File: src/rtl/pc_arbiter_pkg.sv
// Shared constants and helpers for the packet arbiter. PC_PACKET_WIDTH mirrors
// the packet width of the shared parameter header so the arbiter builds standalone.
package pc_arbiter_pkg;

  localparam int PC_PACKET_WIDTH = 32;
  localparam int PC_NUM_PORTS    = 4;

  // Channel index following i in the round-robin order, wrapping at n-1.
  function automatic int wrap_inc(input int i, input int n);
    return (i == n - 1) ? 0 : i + 1;
  endfunction

endpackage

File: src/rtl/pc_arbiter_rr_pick.sv
// Combinational round-robin picker: first requesting channel at or after start_i,
// wrapping to 0. found_o is low when nothing requests.
module pc_arbiter_rr_pick #(
  parameter int N  = 4,
  parameter int PW = 2
) (
  input  logic [N-1:0]  req_i,
  input  logic [PW-1:0] start_i,
  output logic [N-1:0]  gnt_o,
  output logic          found_o
);

  always_comb begin
    gnt_o   = '0;
    found_o = 1'b0;
    for (int k = 0; k < N; k++) begin
      int idx;
      idx = int'(start_i) + k;
      if (idx >= N) idx = idx - N;
      if (!found_o && req_i[idx]) begin
        gnt_o[idx] = 1'b1;
        found_o    = 1'b1;
      end
    end
  end

endmodule

File: src/rtl/pc_arbiter.sv
// Round-robin arbiter feeding the packet queue through one registered output stage.
// Define PC_ARBITER_FIXED_PRIO_EN for fixed priority (channel 0 highest, no pointer).
module pc_arbiter
  import pc_arbiter_pkg::*;
#(
  parameter int PACKET_WIDTH = PC_PACKET_WIDTH,
  parameter int NUM_PORTS    = PC_NUM_PORTS
) (
  input  logic                              CLK,
  input  logic                              RST,
  input  logic [NUM_PORTS-1:0]              RECEIVE_PC_VALID,
  output logic [NUM_PORTS-1:0]              RECEIVE_PC_READY,
  input  logic [NUM_PORTS*PACKET_WIDTH-1:0] RECEIVE_PC_DATA,
  output logic                              SEND_PC_VALID,
  input  logic                              SEND_PC_READY,
  output logic [PACKET_WIDTH-1:0]           SEND_PC_DATA
);

  localparam int PTR_WIDTH = $clog2(NUM_PORTS);

  logic                    out_valid_q, out_valid_d;
  logic [PACKET_WIDTH-1:0] out_data_q, out_data_d;
  logic [NUM_PORTS-1:0]    gnt;
  logic                    found;
  logic                    can_accept;
  logic                    xfer;
  logic [PTR_WIDTH-1:0]    start;

`ifdef PC_ARBITER_FIXED_PRIO_EN
  assign start = '0;
`else
  logic [PTR_WIDTH-1:0] ptr_q, ptr_d;
  assign start = ptr_q;
`endif

  pc_arbiter_rr_pick #(
    .N  (NUM_PORTS),
    .PW (PTR_WIDTH)
  ) u_pick (
    .req_i   (RECEIVE_PC_VALID),
    .start_i (start),
    .gnt_o   (gnt),
    .found_o (found)
  );

  // Handshake: a transfer happens on channel i when VALID[i] && READY[i] at the
  // rising edge; SEND_PC_DATA is held while SEND_PC_VALID && !SEND_PC_READY.
  assign can_accept       = !out_valid_q || SEND_PC_READY;
  assign xfer             = found && can_accept && !RST;
  assign RECEIVE_PC_READY = xfer ? gnt : '0;
  assign SEND_PC_VALID    = out_valid_q;
  assign SEND_PC_DATA     = out_data_q;

  always_comb begin
    out_valid_d = out_valid_q;
    out_data_d  = out_data_q;
`ifndef PC_ARBITER_FIXED_PRIO_EN
    ptr_d       = ptr_q;
`endif
    if (xfer) begin
      out_valid_d = 1'b1;
      for (int i = 0; i < NUM_PORTS; i++) begin
        if (gnt[i]) begin
          out_data_d = RECEIVE_PC_DATA[i*PACKET_WIDTH +: PACKET_WIDTH];
`ifndef PC_ARBITER_FIXED_PRIO_EN
          ptr_d      = PTR_WIDTH'(wrap_inc(i, NUM_PORTS));
`endif
        end
      end
    end else if (SEND_PC_READY) begin
      out_valid_d = 1'b0;
    end
  end

  always_ff @(posedge CLK) begin
    if (RST) begin
      out_valid_q <= 1'b0;
      out_data_q  <= '0;
    end else begin
      out_valid_q <= out_valid_d;
      out_data_q  <= out_data_d;
    end
  end

`ifndef PC_ARBITER_FIXED_PRIO_EN
  always_ff @(posedge CLK) begin
    if (RST) ptr_q <= '0;
    else     ptr_q <= ptr_d;
  end
`endif

endmodule
File: config.mk
export PLATFORM = sky130hd
export DESIGN_NAME = pc_arbiter
export DESIGN_NICKNAME = d
export VERILOG_FILES = /design/src/rtl/pc_arbiter_pkg.sv /design/src/rtl/pc_arbiter_rr_pick.sv /design/src/rtl/pc_arbiter.sv
export SDC_FILE = /design/constraint.sdc
export NUM_CORES = 1
export LEC_CHECK = 0
export BUFFER_PORTS_ARGS = -buffer_cell sky130_fd_sc_hd__clkbuf_2
export CELL_PAD_IN_SITES_DETAIL_PLACEMENT = 1
export CELL_PAD_IN_SITES_GLOBAL_PLACEMENT = 1
export CORE_MARGIN = 2
export CORE_UTILIZATION = 31
export CTS_BUF_LIST = sky130_fd_sc_hd__clkbuf_16
export DETAILED_ROUTE_END_ITERATION = 7
export PLACE_DENSITY = 0.85
export SETUP_SLACK_MARGIN = 0.4
export SKIP_CTS_REPAIR_TIMING = 1
export SLEW_MARGIN = 20
export SYNTH_ARGS = -nofsm -noshare
export SYNTH_HDL_FRONTEND = slang
export SYNTH_SLANG_ARGS = --single-unit
File: constraint.sdc
create_clock -name CLK -period 3.5 [get_ports CLK]
set_input_delay 0.7 -clock CLK [delete_from_list [all_inputs] [get_ports CLK]]
set_output_delay 0.7 -clock CLK [all_outputs]
set_load 0.02 [all_outputs]
==> results.toml, run 1 <==
[floorplanning]
die_w_microns = 100
num_rows = 35
chipHeight_microns = 100
die_area_sq_um = 10100
ios = 172
start_util_pct = 31.6
coreArea_sq_um = 9110

[synthesis]
synth_ff_type = "dfxtp_1"
synth_warnings = 0
synth_top_area_share_pct = 24.3
synth.most_common_cell = "nor2_1"
synth.area.top_cells = "dfxtp_1 24%, a311oi_2 14%, mux2i_1 11%"
syn_inst = 313
ys_types = 44
yosys.area.top_type = "dfxtp_1"
syn_nets = 455
syn_area_sq_um = 2880
synth_edf_count = 0
ys_top_cells_by_count = "38 x nor2_1, 35 x dfxtp_1, 34 x nand2_1"
ys_seq_elements = 35
ys_async_sr_fraction_pct = 0
synth_seq_area_share_pct = 24.3
syn_avg_cell_area_sq_um = 9.21

[final_layout]
seq_area_sq_um = 708
fill_cells = 1140
finish.net_count = 626
area_delta_synth_final_pct = 41.5
multi_input_area_sq_um = 1990
drive_gt1_share_pct = 52.8
antenna_cells = 0

[hold_path]
hp-class = "reg -> reg"
min_from = "SEND_PC_VALID"

[timing]
setup_viol = 0
drv_slew = 0
relSlewSlack_pct = 61.8
worst_pin_slew_ns = 0.573
fin_tns_setup_ns = 0
finalClockSkew_ns = 0.00319
fin_crit_sh_pct = 90.4
hold_viol = 0
fmax_mhz = 316
rsz0062_at_grt = "yes"
period_minus_slack_ns = 3.16

[grt]
grt_use_total_pct = 18.7
overflow = 0
grt_pass1_vias = 3191
antenna_found_initial = 0
grt_pass1_wl_microns = 15000
grt_max_degree = 52

[placed_design]
numPortBuffers = 171
place.gp.congestion = 0.855
dp_hpwl_microns = 7490

[setup_path]
start_kind = "flip-flop"
crit_fanout = 8
worstSetupPathType = "reg -> out"
regToRegSetupSlack_ns = 0.47
end_kind = "output pin"
critPathLaunch = "ptr_q[0]"
reg2regPathDepth = 11
r2r_start = "ptr_q[0]"
arrival_ns = 2.46
required_ns = 2.80
rr_endpoint = "SEND_PC_DATA[19]"
critPathCapture = "RECEIVE_PC_READY[3]"

[drt]
route.detailed.drc = 0
ant_nets = 0
drt-vias-per-instance = 5.24
vias = 3115
routed_wl_microns = 10400
wl_met3_microns = 664
routedLengthMet1_microns = 4000
wl_per_cell_microns = 17.4
drtIter0Drc = 74
top_layer = "met4"
drt-pass1-iter-count = 4
wl_met2_microns = 5520

[flow_run]
cap_viol_max_count = 0

[clock_network]
clockRootBuffer = "clkbuf_16"
clkTransAtPathRegs_ns = 0.06
cts_buffer_depth = 2
cts_tree = "yes"
cts_max_level = 2
clock-sinks = 35
clk_latency_ns = 0.27
cts_buffers = 5

[power]
leakage_nw = 1.93
ir_worst_vdd_mv = 0.246
finalPower_mw = 2.52
power_density_nw_per_um2 = 618

[outcome]
status = "completed"
==> per-stage QoR <==
step | std cells | setup slack (ns) | cell area [sq um] | utilization, % | hold slack, ns
after floorplan | 313 | 0.409 | 2900 | - | 0.563
after global placement | 575 | 0.454 | 3730 | 41.0 | 0.486
after detailed placement | 575 | 0.249 | 3730 | 41.0 | 0.486
after CTS | 581 | 0.0189 | 3860 | 42.4 | 0.497
after global routing | 594 | 0.253 | 4080 | 44.8 | 0.529
final | 594 | 0.335 | 4080 | 44.8 | 0.496
==> registers in the layout, summed over array words and instances, names as in the netlist <==
| register | flops |
|---|---|
| SEND_PC_DATA | 32 |
| SEND_PC_VALID | 1 |
| ptr_q | 2 |
==> cells by family (layout without fill, tap and decap cells) <==
family	Yosys count	after routing	synth area share (%)
compound gates	116	116	36.0
simple gates	87	87	13.4
mux	35	35	13.5
flops	35	35	24.3
buf+inv	33	203	9.86
fa+ha+maj	7	7	3.04
==> routing by layer <==
| layer | up-vias | GRT usage [%] |
|---|---|---|
| li1 | 1499 | - |
| met1 | 1482 | 19.7 |
| met2 | 122 | 36.9 |
| met3 | 12 | 4.32 |
| met4 | 0 | 4.32 |
| met5 | - | 0 |
==> where the power goes <==
group / internal [mW] / switching (mW) / leakage (nW)
Sequential: 0.488 / 0.0527 / 0.291
Combinational: 0.682 / 0.878 / 1.58
Clock: 0.256 / 0.165 / 0.0618
Total: 1.43 / 1.10 / 1.93
==> cell usage in the layout (no fill, tap or decap), drive strengths merged <==
cell type	count
or3b	2
nor3b	1
clkinvlp	2
ha	7
o32a	1
a311oi	32
o21ai	34
clkbuf	173
inv	2
o22ai	1
a221oi	2
nor3	1
a2111oi	1
a21o	34
dfxtp	35
nor2	38
buf	26
mux2i	32
or2b	1
and2b	1
a21oi	8
a2bb2oi	2
nand2b	1
nor2b	1
nor4	1
nand3b	5
nand2	34
and3b	1
mux4	3
a41oi	1
==> worst min path at each step <==
stage	endpoint	slack [ns]	depth (start not counted)
6_report	SEND_PC_VALID	0.50	2
5_1_grt	SEND_PC_DATA[5]	0.53	2
4_1_cts	SEND_PC_VALID	0.50	2
3_5_place_dp	SEND_PC_VALID	0.49	2
3_3_place_gp	SEND_PC_DATA[26]	0.49	2
2_1_floorplan	SEND_PC_VALID	0.56	2
==> worst max-delay path, stage by stage (launching register included) <==
cell and delay (ns):
dfxtp_4 0.39, clkinvlp_4 0.13, ha_4 0.30, mux4_2 0.59
nand3b_1 0.24, a2bb2oi_4 0.22, a21oi_4 0.06, nor2_2 0.11
buf_4 0.15
==> layout make-up <==
| class | count | share of cell area [%] |
|---|---|---|
| sequential | 35 | 17.4 |
| clock buffer | 5 | 3.07 |
| timing repair buffer | 194 | 26.7 |
| inverter | 3 | 0.368 |
| multi-input combinational | 245 | 48.9 |
| clock inverter | 1 | 0.184 |
| tap | 111 | 3.41 |
No activity file was read; power rests on OpenSTA's default activity.
==> run 2: changes to the inputs <==
Settings changed: CORE_UTILIZATION 31 to 28, PLACE_DENSITY 0.85 to 0.81.
Clock period 3.5 ns to 2.6 ns, I/O delays scaled along.
==> run 2 against run 1 <==
Against the previous run: the run now ends with setup timing left; clock skew is essentially flat; die area grew 10%; sequential share of layout area shrank 0.87 points; first-iteration DRC count grew 23%; power grew 42%; critical path depth grew 1; global-route usage shrank 1.7 points.
==> results.toml, run 2 (synthesis gave the netlist of run 1 again) <==
[floorplanning]
ios = 172
num_rows = 37
chipHeight_microns = 105
coreArea_sq_um = 10100
start_util_pct = 28.4
die_area_sq_um = 11100
die_w_microns = 105

[drt]
route.detailed.drc = 0
vias = 3122
ant_nets = 0
drt-pass1-iter-count = 4
drt-vias-per-instance = 4.94
wl_per_cell_microns = 16.1
routed_wl_microns = 10200
drtIter0Drc = 91

[clock_network]
cts_buffers = 5
cts_buffer_depth = 2
clockRootBuffer = "clkbuf_16"
clk_latency_ns = 0.27
clkTransAtPathRegs_ns = 0.06
clock-sinks = 35
cts_max_level = 2
cts_tree = "yes"

[setup_path]
required_ns = 2.08
worstSetupPathType = "reg -> out"
start_kind = "flip-flop"
end_kind = "output pin"
cp.depth = 9
path_cells = "inv_4 > ha_4 > mux4_2 > nand3b_1 > a2bb2oi_2 > a21oi_2 > buf_6 > nor2_4 > buf_6"
critical_path.slowest_cell = "mux4_2"
arrival_ns = 2.44
crit_family = "multiplexers"
cp_slowest_stage_delay_ns = 0.60
cpMostUsedCell = "buf_6"
critPathBufInv = 3
crit_fanout = 8
reg2regPathDepth = 11

[final_layout]
fill_cells = 1230
stdcell_area_sq_um = 4280
area_delta_synth_final_pct = 48.4
final_common_cell = "clkbuf_2"
antenna_cells = 0
drive_gt1_share_pct = 54.0
finish.net_count = 637
largest_register_ff_count = 32
final_cell_mix = "167 x clkbuf_2, 35 x nor2_1, 34 x nand2_1, 33 x dfxtp_1"
final_cell_count_no_fill = 632

[timing]
fin_crit_sh_pct = 114
fmax_mhz = 338
finalClockSkew_ns = 0.00284
whs_ns = 0.498
setup_viol = 38
rsz0062_at_grt = "yes"
worst_pin_slew_ns = 0.587
relSlewSlack_pct = 60.9
worst_slack_ns = -0.357
hold_viol = 0
drv_slew = 0
period_minus_slack_ns = 2.96

[grt]
grt_max_degree = 37
grt_use_total_pct = 17.0
grt_pass1_vias = 3194
grt_pass1_wl_microns = 15400
antenna_found_initial = 0
overflow = 0

[placed_design]
post-place-cells = 613
dp_slack_ns = -0.194
dpl_cell_area_sq_um = 3960
place.gp.congestion = 0.751
dp_hpwl_microns = 7590
numPortBuffers = 171

[power]
leakage_nw = 2.02
finalPower_mw = 3.57
ir_worst_vdd_mv = 0.301
power_density_nw_per_um2 = 835

[hold_path]
min_path_cells = 2
hp-class = "reg -> reg"

[flow_run]
cap_viol_max_count = 0

[outcome]
status = "complete, but fails checks"
violations = "setup timing"
run 2: cell types whose count changed in the layout (fill, tap and decap cells not counted), moves of 2 or more:
cell / delta
buf_12: +5
inv_4: +2
nor2_4: +2
a311oi_1: -2
a311oi_2: +2
clkinv_1: +2
clkinvlp_4: -2
buf_6: +5
run 2: metrics by stage:
step	TNS, ns	util [%]
6_report	-9.13	42.2
2_1_floorplan	-0.190	-
3_3_place_gp	-0.639	39.1
5_1_grt	-12.80	42.2
3_5_place_dp	-4.72	39.1
4_1_cts	-6.51	40.5
run 2: area by class of cell:
class / instances / area, sq um / area share, %
Clock buffer: 5 / 125 / 2.93
Clock inverter: 3 / 13.8 / 0.322
Inverter: 3 / 13.8 / 0.322
Multi-Input combinational cell: 245 / 2000 / 46.7
Sequential cell: 35 / 706 / 16.5
Tap cell: 136 / 170 / 3.98
Timing Repair Buffer: 205 / 1250 / 29.3
run 2: worst reg2reg max path, delay by kind of cell (launching register included):
family / cells / cell delay [ns]
simple gates: 2 / 0.32
buf+inv: 3 / 0.43
compound gates: 4 / 0.80
flops: 1 / 0.36
fa+ha+maj: 1 / 0.28
mux: 1 / 0.60
run 2: report_power, final:
| group | switching [mW] | leakage [nW] | internal (mW) |
|---|---|---|---|
| clock network | 0.227 | 0.0692 | 0.349 |
| registers | 0.0632 | 0.290 | 0.656 |
| logic | 1.23 | 1.66 | 1.04 |
| total | 1.52 | 2.02 | 2.05 |
run 2: per-layer routing:
layer / track usage [%] / up-vias / part of all wire (%)
li1: - / 1521 / -
met1: 18.6 / 1504 / 41
met2: 33.2 / 93 / 54
met3: 3.65 / 4 / 5.2
met4: 3.05 / 0 / 0.52
met5: 0 / - / 0
run 2: worst paths after layout:
kind                         from             endpoint  slack (ns)
setup / recovery         ptr_q[0]  RECEIVE_PC_READY[3]       -0.36
hold / removal    SEND_PC_DATA[5]      SEND_PC_DATA[5]        0.50
setup reg to reg         ptr_q[0]     SEND_PC_DATA[10]       -0.27
hold reg to reg   SEND_PC_DATA[5]      SEND_PC_DATA[5]        0.50
